[config.mk]
export PLATFORM = sky130hd
export DESIGN_NAME = pixel_stream_reader
export DESIGN_NICKNAME = d
export VERILOG_FILES = /design/src/rtl/pixel_stream_reader.sv
export SDC_FILE = /design/constraint.sdc
export NUM_CORES = 1
export LEC_CHECK = 0
export BUFFER_PORTS_ARGS = -buffer_cell sky130_fd_sc_hd__clkbuf_2
export CAP_MARGIN = 20
export CORE_MARGIN = 4
export CORE_UTILIZATION = 62
export CTS_BUF_LIST = sky130_fd_sc_hd__clkbuf_8
export DETAILED_ROUTE_END_ITERATION = 7
export GPL_ROUTABILITY_DRIVEN = 0
export PLACE_DENSITY = 0.85
export SLEW_MARGIN = 0
export SYNTH_ARGS = -nofsm -noshare
export SYNTH_HDL_FRONTEND = slang
export SYNTH_SLANG_ARGS = --single-unit
[constraint.sdc]
create_clock -name clk -period 3.1 [get_ports clk]
set_input_delay 0.31 -clock clk [delete_from_list [all_inputs] [get_ports clk]]
set_output_delay 0.31 -clock clk [all_outputs]
set_load 0.05 [all_outputs]
[src/rtl/pixel_stream_reader.sv]
// Raster frame-buffer reader: scans per-pixel iteration counts in address order and streams
// them as RGB888 beats with start-of-frame / end-of-line markers over a valid/ready interface.
module pixel_stream_reader #(
    parameter int H_RES    = 256,
    parameter int V_RES    = 128,
    parameter int ADDR_W   = 15,
    parameter int ITER_W   = 8,
    parameter int MAX_ITER = 255
) (
    input  logic              clk,
    input  logic              rst,
    input  logic              start,
    output logic              busy,
    output logic              done,
    output logic              mem_rd_en,
    output logic [ADDR_W-1:0] mem_addr,
    input  logic [ITER_W-1:0] mem_rd_data,
    output logic              m_valid,
    input  logic              m_ready,
    output logic [23:0]       m_data,
    output logic              m_sof,
    output logic              m_eol
);

    localparam logic [1:0] S_IDLE  = 2'd0;
    localparam logic [1:0] S_RUN   = 2'd1;
    localparam logic [1:0] S_DRAIN = 2'd2;
    localparam logic [1:0] S_DONE  = 2'd3;

    localparam int                X_W       = (H_RES > 1) ? $clog2(H_RES) : 1;
    localparam logic [X_W-1:0]    X_LAST    = X_W'(H_RES - 1);
    localparam logic [ADDR_W-1:0] LAST_ADDR = ADDR_W'(H_RES * V_RES - 1);
    localparam logic [ITER_W-1:0] ITER_MAX  = ITER_W'(MAX_ITER);

    typedef struct packed {
        logic [23:0] rgb;
        logic        sof;
        logic        eol;
    } entry_t;

    function automatic logic [23:0] iter_to_rgb(input logic [ITER_W-1:0] i);
        logic [7:0] g;
        g = 8'(i);
        if (i == ITER_MAX) begin
            iter_to_rgb = 24'h000000;
        end else begin
            iter_to_rgb = {8'hFF, g, 8'h00};
        end
    endfunction

    logic [1:0]        state_q, state_d;
    logic [ADDR_W-1:0] addr_q, addr_d;
    logic [X_W-1:0]    x_q, x_d;
    logic              inflight_q, inflight_d;
    logic              infl_sof_q, infl_sof_d;
    logic              infl_eol_q, infl_eol_d;
    entry_t [1:0]      fifo_q, fifo_d;
    logic              wr_ptr_q, wr_ptr_d;
    logic              rd_ptr_q, rd_ptr_d;
    logic [1:0]        occ_q, occ_d;

    logic   issue_s, fifo_empty_s, pop_s, push_s, pop_fifo_s, last_beat_s;
    entry_t ret_entry_s, head_s;

    // Read issue, fall-through output selection and FIFO push/pop decisions
    always_comb begin
        fifo_empty_s = (occ_q == 2'd0);
        issue_s      = (state_q == S_RUN) && ((occ_q + {1'b0, inflight_q}) < 2'd2);
        ret_entry_s  = {iter_to_rgb(mem_rd_data), infl_sof_q, infl_eol_q};
        // Returning data is presented directly when the FIFO is empty, giving 1-cycle turnaround.
        head_s       = fifo_empty_s ? ret_entry_s : fifo_q[rd_ptr_q];
        m_valid      = !fifo_empty_s || inflight_q;
        pop_s        = m_valid && m_ready;
        push_s       = inflight_q && !(fifo_empty_s && pop_s);
        pop_fifo_s   = pop_s && !fifo_empty_s;
        last_beat_s  = pop_s && ((occ_q + {1'b0, inflight_q}) == 2'd1);
    end

    // Output port decode
    always_comb begin
        mem_rd_en = issue_s;
        mem_addr  = addr_q;
        busy      = (state_q == S_RUN) || (state_q == S_DRAIN);
        done      = (state_q == S_DONE);
        if (m_valid) begin
            m_data = head_s.rgb;
            m_sof  = head_s.sof;
            m_eol  = head_s.eol;
        end else begin
            m_data = 24'h000000;
            m_sof  = 1'b0;
            m_eol  = 1'b0;
        end
    end

    // Scan FSM
    always_comb begin
        state_d = state_q;
        case (state_q)
            S_IDLE: begin
                if (start) state_d = S_RUN;
                else       state_d = S_IDLE;
            end
            S_RUN: begin
                if (issue_s && (addr_q == LAST_ADDR)) state_d = S_DRAIN;
                else                                   state_d = S_RUN;
            end
            S_DRAIN: begin
                if (last_beat_s) state_d = S_DONE;
                else             state_d = S_DRAIN;
            end
            S_DONE:  state_d = S_IDLE;
            default: state_d = S_IDLE;
        endcase
    end

    // Address / column counters, in-flight tracking and FIFO storage
    always_comb begin
        addr_d     = addr_q;
        x_d        = x_q;
        fifo_d     = fifo_q;
        inflight_d = issue_s;
        infl_sof_d = issue_s && (addr_q == {ADDR_W{1'b0}});
        infl_eol_d = issue_s && (x_q == X_LAST);
        if ((state_q == S_IDLE) && start) begin
            addr_d = {ADDR_W{1'b0}};
            x_d    = {X_W{1'b0}};
        end else if (issue_s && (addr_q != LAST_ADDR)) begin
            addr_d = addr_q + ADDR_W'(1);
            x_d    = (x_q == X_LAST) ? {X_W{1'b0}} : x_q + X_W'(1);
        end else begin
            addr_d = addr_q;
            x_d    = x_q;
        end
        if (push_s) begin
            fifo_d[wr_ptr_q] = ret_entry_s;
        end else begin
            fifo_d = fifo_q;
        end
        wr_ptr_d = wr_ptr_q ^ push_s;
        rd_ptr_d = rd_ptr_q ^ pop_fifo_s;
        case ({push_s, pop_fifo_s})
            2'b10:   occ_d = occ_q + 2'd1;
            2'b01:   occ_d = occ_q - 2'd1;
            default: occ_d = occ_q;
        endcase
    end

    // State registers; reset discards any in-flight read and buffered pixels
    always_ff @(posedge clk) begin
        if (rst) begin
            state_q    <= S_IDLE;
            addr_q     <= {ADDR_W{1'b0}};
            x_q        <= {X_W{1'b0}};
            inflight_q <= 1'b0;
            infl_sof_q <= 1'b0;
            infl_eol_q <= 1'b0;
            fifo_q     <= '0;
            wr_ptr_q   <= 1'b0;
            rd_ptr_q   <= 1'b0;
            occ_q      <= 2'd0;
        end else begin
            state_q    <= state_d;
            addr_q     <= addr_d;
            x_q        <= x_d;
            inflight_q <= inflight_d;
            infl_sof_q <= infl_sof_d;
            infl_eol_q <= infl_eol_d;
            fifo_q     <= fifo_d;
            wr_ptr_q   <= wr_ptr_d;
            rd_ptr_q   <= rd_ptr_d;
            occ_q      <= occ_d;
        end
    end

endmodule

==> results of run 1 <==
[flip-flops by register name, indices dropped and copies added, names as in the netlist]
signal / count
infl_eol_q: 1
x_q: 8
infl_sof_q: 1
rd_ptr_q: 1
wr_ptr_q: 1
state_q: 2
mem_addr: 15
inflight_q: 1
occ_q: 2
fifo_q: 22
[critical path, cell delays in order (launching register included)]
cell	delay, ps
dfxtp_1	460
ha_1	280
xnor2_2	140
nand2_2	330
clkinv_1	320
clkbuf_2	320
[layer usage]
| layer | track usage [%] | share of wire (%) | up-vias |
|---|---|---|---|
| met5 | 0 | 0 | - |
| met4 | 7.65 | 1.4 | 0 |
| met3 | 3.13 | 4.7 | 9 |
| met2 | 37.8 | 49 | 77 |
| met1 | 28.6 | 45 | 1229 |
| li1 | - | - | 1338 |
[area by class of cell]
| type | count | share of cell area (%) |
|---|---|---|
| tap | 67 | 2.57 |
| clock buffer | 5 | 2.11 |
| timing repair buffer | 50 | 7.81 |
| clock inverter | 3 | 0.766 |
| multi-input combinational | 259 | 52.4 |
| inverter | 11 | 1.26 |
| sequential | 54 | 33.1 |
[worst paths after layout]
kind | end | slack [ps]
worst max-delay path | mem_rd_en | 630
worst min-delay path | state_q[0] | 260
worst max register to register | state_q[1] | 970
worst min register to register | x_q[6] | 500
[report_power, final]
part	total (W)	switching [W]	internal [W]	leakage [nW]
Sequential	0.000733	0.0000216	0.000711	0.436
Combinational	0.000314	0.000231	0.0000835	0.810
Clock	0.000409	0.000245	0.000164	0.0447
[cell usage in the layout, fill, tap and decap left out, types with 6 or more instances in the layout]
cell,instances
nor3_1,7
and3_1,6
clkbuf_2,48
inv_1,10
nand2_1,15
nor2_1,36
mux2i_1,17
conb_1,8
nor2b_1,17
a31oi_1,22
dfxtp_1,54
or4_1,6
nand4_1,10
o31ai_1,8
ha_1,12
o2bb2ai_1,8
o21ai_0,11
a21oi_1,17
nand3_1,12
[stage by stage]
step	utilization (%)	power [W]	instance area [sq um]	worst slack, ps	hold WS [ps]
floorplan	-	0.00102	3050	476	448
global placement	67.2	0.00106	3170	906	461
detailed placement	67.2	0.00106	3170	822	478
CTS	69.2	0.00147	3270	643	258
global route	69.2	0.00152	3270	438	267
finish	69.2	0.00146	3270	628	262
[cells by family (layout without fill, tap and decap cells)]
family,Yosys count,after routing,synth area share (%)
AOI/OAI and AO/OA,82,82,18.2
xor gates and xnor gates,4,4,1.41
adders and majority gates,12,12,4.97
buffers and inverters,47,69,8.37
DFF,54,54,35.8
muxes,17,17,5.64
other,1,8,0.124
and+or+nand+nor,136,136,25.5
==> flow_summary_export.csv, run 1 <==
group,metric,value,unit
critical_path,r2r_start,"mem_addr[0]",
placed_design,dp_hpwl,4.49,mm
timing,skew,6.26,ps
placed_design,dpl.cell_count,441,
job,cap_viol_max_count,0,
grt,track_usage,22.2,%
cells_and_area,fin_cells,449,
die,die_area,0.00605,sq mm
critical_path,end_kind,"primary output",
timing,fin_setup_tns,0,ps
grt,grt_pass1_vias,2530,
cells_and_area,drive_gt1_share,18.1,%
critical_path,arrival,2160,ps
route,drc,0,
yosys,syn-mean-instance-area,8.55,sq um
power_and_ir_drop,power_density,446,mW/mm^2
hold_path,min_from,"start",
route,ant_nets,0,
clock_tree,htree_levels,2,
clock_tree,cts_tree,"done",
critical_path,worst-setup-path-type,"flop to primary output",
placed_design,io_buffers,48,
critical_path,crit_path_max_fanout,22,
cells_and_area,num-fill-cells,385,
timing,slew_viol_final,0,
timing,hold_viol,0,
yosys,synthTopCellsByArea,"dfxtp_1 36%, mux2i_1 5.6%, ha_1 5.0%, a31oi_1 4.6%, nor2_1 4.5%",
die,fp.dieW,77.8,microns
route,wl_per_cell,14.3,microns
yosys,syn_inst,353,
die,rows,25,
grt,gr-total-overflow,0,
timing,worstMarginPinSlew,920,ps
cells_and_area,synthToLayoutAreaGrowth,8.21,%
grt,grt_pass1_wl,11.2,mm
die,io_pins,57,
cells_and_area,fin_nets,405,
timing,period_share,79.8,%
clock_tree,clkSlewWorstSetupHoldPaths,100,ps
route,vias,2653,
power_and_ir_drop,vdd_drop_max,0.237,mV
timing,finalSetupViolCount,0,
yosys,yosysSeqAreaShare,35.8,%
clock_tree,cts_root_buffer,"clkbuf_8",
yosys,synth_top_area_cell,"dfxtp_1",
route,drt_iter0_markers,159,
hold_path,hp-class,"input pin to flop",
hold_path,whs_path_depth,3,
yosys,post-synth-top-count-cell,"dfxtp_1",
cells_and_area,register_area,0.00108,sq mm
route,drtPass1Iterations,4,
timing,period_needed,2470,ps
clock_tree,clock_sinks,54,
yosys,synth.top_cell.area_share,35.8,%
die,core_area,0.00472,sq mm
critical_path,crit_start,"occ_q[0]",
critical_path,cp.required,2790,ps
critical_path,cp-start-kind,"flop",
clock_tree,cts_made_buffers,5,
yosys,synth_warnings,0,
yosys,synth-seq-cells,54,
clock_tree,post_cts_buffers,0,
yosys,synth_ff_type,"dfxtp_1",
cells_and_area,num_antenna_cells,0,
grt,antenna_found_initial,0,
yosys,yosysUniqueCellTypes,54,
yosys,synth_area,0.00302,sq mm
critical_path,r2r_cells,5,
die,start_util,63.9,%
yosys,postSynth.asyncResetShare,0,%
yosys,synthTopCellsByCount,"54 x dfxtp_1, 36 x nor2_1, 22 x a31oi_1",
route,vias_per_cell,5.91,
clock_tree,hold_buffers,0,
timing,grt_setup_unrepaired,"false",
outcome,outcome,"completed",
die,die_h,77.8,microns
clock_tree,post_cts_resized,0,
cells_and_area,multi_input_area,0.00171,sq mm
grt,grt_max_degree,34,
timing,clock.fmax,404,MHz
clock_tree,clk_path_buf_depth,2,
clock_tree,clock_latency,310,ps
route,wl,6.43,mm
power_and_ir_drop,leakagePower,1.29,nW
yosys,synth_edf_count,0,
timing,slew-limit-headroom,38.1,%
No activity file was read; power rests on OpenSTA's default activity.
==> run 2, diff against run 1 <==
--- a/config.mk
+++ b/config.mk
@@ -8,11 +8,11 @@
 export BUFFER_PORTS_ARGS = -buffer_cell sky130_fd_sc_hd__clkbuf_2
 export CAP_MARGIN = 20
 export CORE_MARGIN = 4
-export CORE_UTILIZATION = 62
+export CORE_UTILIZATION = 52
 export CTS_BUF_LIST = sky130_fd_sc_hd__clkbuf_8
 export DETAILED_ROUTE_END_ITERATION = 7
 export GPL_ROUTABILITY_DRIVEN = 0
-export PLACE_DENSITY = 0.85
+export PLACE_DENSITY = 0.76
 export SLEW_MARGIN = 0
 export SYNTH_ARGS = -nofsm -noshare
 export SYNTH_HDL_FRONTEND = slang
==> constraint.sdc (replaced) <==
create_clock -name clk -period 2.24 [get_ports clk]
set_input_delay 0.224 -clock clk [delete_from_list [all_inputs] [get_ports clk]]
set_output_delay 0.224 -clock clk [all_outputs]
set_load 0.05 [all_outputs]
==> run 2 against run 1 <==
Effect of this change: register-to-register slack worse by 700 ps; combinational power is 43% higher; count of clock-buffer cells in the layout up 1; critical path type unchanged; global-route usage decreased by 3.1 points; highest routed layer unchanged; first-iteration DRC count shrank 24%; die area grew 17%.
==> flow_summary_export.csv, run 2 (synthesis results as in run 1) <==
group,metric,value,unit
route,drt_iter0_markers,121,
route,wl_per_cell,14.7,microns
clock_tree,cts_root_buffer,"clkbuf_8",
placed_design,dp_worst_setup_slack,261,ps
power_and_ir_drop,total_power,0.00205,W
timing,worstMarginPinSlew,639,ps
clock_tree,clock_latency,310,ps
route,vias_per_cell,5.89,
timing,clock.fmax,473,MHz
placed_design,io_buffers,48,
grt,gr-total-overflow,0,
cells_and_area,synthToLayoutAreaGrowth,11.3,%
timing,finalSetupViolCount,0,
clock_tree,clk_path_buf_depth,2,
power_and_ir_drop,p_seq_share,49.5,%
power_and_ir_drop,power_density,610,mW/mm^2
timing,skew,10.5,ps
critical_path,path_cells,"ha_2 -> xnor2_4 -> nand2_4 -> clkinvlp_4 -> clkbuf_4",
die,rows,27,
critical_path,max_stage_delay,460,ps
job,cap_viol_max_count,0,
timing,period_needed,2110,ps
die,fp.dieW,84.2,microns
outcome,outcome,"completed",
die,core_area,0.00557,sq mm
power_and_ir_drop,power.switching,0.000687,W
critical_path,r2r_start,"mem_addr[0]",
clock_tree,cts_tree,"done",
route,drc,0,
clock_tree,cts_made_buffers,5,
die,start_util,54.2,%
cells_and_area,mostFrequentLayoutCell,"dfxtp_1",
hold_path,hp-class,"input pin to flop",
hold_path,min_from,"start",
power_and_ir_drop,intPower,0.00136,W
power_and_ir_drop,p_comb_share,21.9,%
cells_and_area,final_cell_area,0.00336,sq mm
grt,grt_pass1_vias,2469,
critical_path,crit_path_max_fanout,22,
clock_tree,htree_levels,2,
cells_and_area,fin_nets,412,
clock_tree,post_cts_buffers,0,
die,die_h,84.2,microns
critical_path,end_kind,"primary output",
power_and_ir_drop,p_sw_share,33.5,%
cells_and_area,final_cell_mix,"54 x dfxtp_1, 39 x clkbuf_2, 36 x nor2_1, 22 x a31oi_1",
route,ant_nets,0,
critical_path,arrival,1890,ps
critical_path,critPathSlowestCell,"dfxtp_1",
route,drtPass1Iterations,4,
critical_path,cp-start-kind,"flop",
timing,period_share,94.3,%
route,vias,2715,
timing,hold_viol,0,
critical_path,worst-setup-path-type,"flop to primary output",
timing,setup_slack,128,ps
grt,track_usage,19.1,%
cells_and_area,num-fill-cells,494,
clock_tree,hold_buffers,0,
power_and_ir_drop,leakagePower,1.34,nW
critical_path,cp.required,2020,ps
grt,grt_pass1_wl,11.4,mm
timing,slew-limit-headroom,57.4,%
clock_tree,clkSlewWorstSetupHoldPaths,100,ps
power_and_ir_drop,clockPowerShare,28.6,%
critical_path,crit_start,"occ_q[0]",
placed_design,dp_hpwl,4.78,mm
grt,antenna_found_initial,0,
power_and_ir_drop,vdd_drop_max,0.414,mV
timing,fin_setup_tns,0,ps
die,io_pins,57,
die,die_area,0.00709,sq mm
timing,slew_viol_final,0,
route,wl,6.76,mm
cells_and_area,regMostFlops,"fifo_q",
cells_and_area,largest_reg_flops,22,
cells_and_area,num_antenna_cells,0,
critical_path,r2r_cells,5,
grt,grt_max_degree,32,
hold_path,whs_path_depth,3,
timing,whs,170,ps
placed_design,placed_area,0.00324,sq mm
clock_tree,clock_sinks,54,
cells_and_area,drive_gt1_share,20.6,%
## run 2: power by group through the flow
stage,clock [W],sequential [W],combinational (W)
floorplan,0,0.00103,0.000376
global placement,0,0.00103,0.000434
detailed placement,0,0.00104,0.000443
CTS,0.000607,0.00101,0.000446
global route,0.000644,0.00102,0.000483
finish,0.000586,0.00102,0.000450
## run 2: path summary, 6_finish.rpt
| kind | slack [ps] | to |
|---|---|---|
| worst min register to register | 500 | x_q[7] |
| worst max-delay path | 130 | mem_rd_en |
| worst max register to register | 270 | x_q[3] |
| worst min-delay path | 170 | state_q[0] |
## run 2: through the flow
stage | utilization [%] | instances
2_1_floorplan | - | 360
3_3_place_gp | 58.0 | 453
3_5_place_dp | 58.0 | 453
4_1_cts | 59.9 | 461
5_1_grt | 60.3 | 461
6_report | 60.3 | 461
## run 2: final cells by class
type | count | area [sq um] | area share, %
sequential | 54 | 1080 | 32.2
multi-input combinational | 259 | 1740 | 51.6
tap | 72 | 90.1 | 2.68
clock inverter | 2 | 16.3 | 0.484
clock buffer | 6 | 82.6 | 2.46
inverter | 11 | 45.0 | 1.34
timing repair buffer | 57 | 310 | 9.23
## run 2: critical path, delay by kind of cell (launching register included)
kind,cells,cell delay [ps]
AND/OR/NAND/NOR,1,220
XOR/XNOR,1,110
flip-flops,1,460
buffers and inverters,2,480
adder cells (fa/ha/maj),1,300
## run 2: routing by layer
metal  up-vias  part of all wire [%]  global-route usage (%)
met2        76                    47                    31.1
li1       1352                     -                       -
met4         0                   1.1                    5.41
met5         -                     0                       0
met1      1279                    45                    24.4
met3         8                   6.5                    5.79
## run 2: timing repair
| action | CTS | global route |
|---|---|---|
| hold endpoints to repair | 0 | 0 |
| endpoints found under the setup margin | 1 | 9 |
| gates resized for setup | 1 | 14 |
==> run 3, diff against run 2 <==
--- a/config.mk
+++ b/config.mk
@@ -8,11 +8,10 @@
 export BUFFER_PORTS_ARGS = -buffer_cell sky130_fd_sc_hd__clkbuf_2
 export CAP_MARGIN = 20
 export CORE_MARGIN = 4
-export CORE_UTILIZATION = 52
-export CTS_BUF_LIST = sky130_fd_sc_hd__clkbuf_8
+export CORE_UTILIZATION = 50
 export DETAILED_ROUTE_END_ITERATION = 7
 export GPL_ROUTABILITY_DRIVEN = 0
-export PLACE_DENSITY = 0.76
+export PLACE_DENSITY = 0.73
 export SLEW_MARGIN = 0
 export SYNTH_ARGS = -nofsm -noshare
 export SYNTH_HDL_FRONTEND = slang
==> run 3 against run 2 <==
Effect of this change: count of clock-buffer cells in the layout is 1 lower; highest routed layer unchanged; critical endpoint is now m_data[20]; power rose by 0.47%; combinational power is essentially flat; die area grew 3.6%; setup slack improved by 6.8 ps; clock power increased by 1%; sequential share of layout area hardly changed; critical path depth shrank 1; hold slack improved by 9.2 ps.
==> flow_summary_export.csv, run 3 (synthesis results as in run 1) <==
group,metric,value,unit
route,wl,6.86,mm
die,die_h,85.7,microns
critical_path,end_kind,"primary output",
grt,gr-total-overflow,0,
critical_path,r2r_start,"mem_addr[0]",
outcome,outcome,"completed",
grt,antenna_found_initial,0,
timing,clock.fmax,475,MHz
cells_and_area,num_antenna_cells,0,
timing,finalSetupViolCount,0,
clock_tree,post_cts_buffers,0,
power_and_ir_drop,power_density,614,mW/mm^2
cells_and_area,mostFrequentLayoutCell,"dfxtp_1",
cells_and_area,final_core_util,57.1,%
critical_path,worst-setup-path-type,"flop to primary output",
route,ant_nets,0,
grt,use_met3,3.07,%
cells_and_area,regMostFlops,"fifo_q",
critical_path,cp-start-kind,"flop",
die,io_pins,57,
critical_path,r2r_cells,5,
cells_and_area,num-fill-cells,548,
placed_design,dp_hpwl,4.93,mm
clock_tree,clock_latency,320,ps
clock_tree,clk_path_buf_depth,2,
grt,grt_pass1_vias,2466,
die,fp.dieW,85.7,microns
die,die_area,0.00735,sq mm
timing,worstMarginPinSlew,773,ps
clock_tree,cts_tree,"done",
job,cap_viol_max_count,0,
timing,setup_slack,135,ps
hold_path,whs_endpoint,"state_q[0]",
grt,grt_use_met1,25.1,%
clock_tree,hold_buffers,0,
timing,period_needed,2110,ps
grt,use_met2,31.4,%
grt,grt_max_degree,32,
hold_path,hp-class,"input pin to flop",
timing,skew,6.98,ps
critical_path,cp.required,2020,ps
cells_and_area,synthToLayoutAreaGrowth,11.2,%
route,drc,0,
timing,grt_setup_unrepaired,"false",
die,rows,28,
power_and_ir_drop,leakagePower,1.34,nW
clock_tree,clkSlewWorstSetupHoldPaths,100,ps
route,vias,2735,
route,drt_iter0_markers,127,
route,wl_per_cell,14.8,microns
critical_path,arrival,1880,ps
clock_tree,cts_root_buffer,"clkbuf_8",
critical_path,worstReg2RegEnd,"x_q[3]",
clock_tree,cts_made_buffers,5,
cells_and_area,largest_reg_flops,22,
critical_path,crit_path_max_fanout,9,
timing,slew_viol_final,0,
cells_and_area,drive_gt1_share,20.6,%
timing,hold_viol,0,
hold_path,whs_path_depth,3,
grt,busiest_layer,"met2",
timing,period_share,94.0,%
placed_design,io_buffers,48,
critical_path,r2r_slack,240,ps
route,vias_per_cell,5.89,
grt,track_usage,19.0,%
timing,fin_setup_tns,0,ps
power_and_ir_drop,vdd_drop_max,0.293,mV
grt,grt_pass1_wl,11.5,mm
cells_and_area,fin_nets,412,
route,drtPass1Iterations,4,
clock_tree,htree_levels,2,
timing,slew-limit-headroom,48.4,%
hold_path,min_from,"start",
die,core_area,0.00589,sq mm
placed_design,dp_worst_setup_slack,269,ps
die,start_util,51.3,%
clock_tree,clock_sinks,54,
cells_and_area,final_cell_mix,"54 x dfxtp_1, 48 x clkbuf_2, 36 x nor2_1, 22 x a31oi_1",
[run 3: changes by cell type in the layout (fill, tap and decap cells not counted)]
cell | before | now
clkbuf_2 | 39 | 48
buf_2 | 8 | 0
clkinvlp_4 | 2 | 0
clkbuf_4 | 1 | 0
clkbuf_8 | 6 | 5
clkinv_2 | 0 | 1
clkinv_4 | 0 | 1
inv_8 | 0 | 1
[run 3: per-layer routing]
metal	routed length (microns)	part of all wire [%]	vias to the layer above
li1	-	-	1341
met1	3050	44	1305
met2	3340	49	81
met3	385	5.6	8
met4	82	1.2	0
met5	0	0	-
[run 3: worst max path at each step]
stage / endpoint / from / cells after the start
4_1_cts: m_data[22] / occ_q[1] / 4
3_5_place_dp: mem_rd_en / occ_q[0] / 5
2_1_floorplan: x_q[3] / mem_addr[1] / 6
5_1_grt: m_data[20] / occ_q[1] / 4
3_3_place_gp: x_q[3] / mem_addr[1] / 5
6_report: m_data[20] / occ_q[1] / 4
[run 3: worst max-delay path, stage by stage (launching register included)]
cell and delay (ps):
dfxtp_1 420, nor2_1 240, and3_2 350, o21bai_2 220, clkbuf_2 340
[run 3: stage by stage]
stage                     instances  power [W]  cell area, sq um  hold WS [ps]
after global routing            464    0.00215              3360           202
final                           464    0.00206              3360           179
after CTS                       464    0.00207              3340           178
after detailed placement        456    0.00149              3240           469
after floorplan                 360    0.00141              3050           379
after global placement          456    0.00148              3240           464
[run 3: where the power goes]
| group | leakage [nW] | internal (W) | switching [W] |
|---|---|---|---|
| combinational | 0.853 | 0.000128 | 0.000323 |
| sequential | 0.436 | 0.000984 | 0.0000335 |
| clock | 0.0506 | 0.000235 | 0.000358 |
[run 3: layout make-up]
cell class / count / area, sq um / area share [%]
Inverter: 11 / 42.5 / 1.27
Multi-Input combinational cell: 259 / 1740 / 51.7
Tap cell: 75 / 93.8 / 2.79
Timing Repair Buffer: 57 / 308 / 9.17
Clock inverter: 3 / 28.8 / 0.857
Clock buffer: 5 / 68.8 / 2.05
Sequential cell: 54 / 1080 / 32.2
[run 3: timing repair]
item,4_1_cts,5_1_grt
resized for setup,2,3
setup endpoints to repair,1,9
cloned,0,0
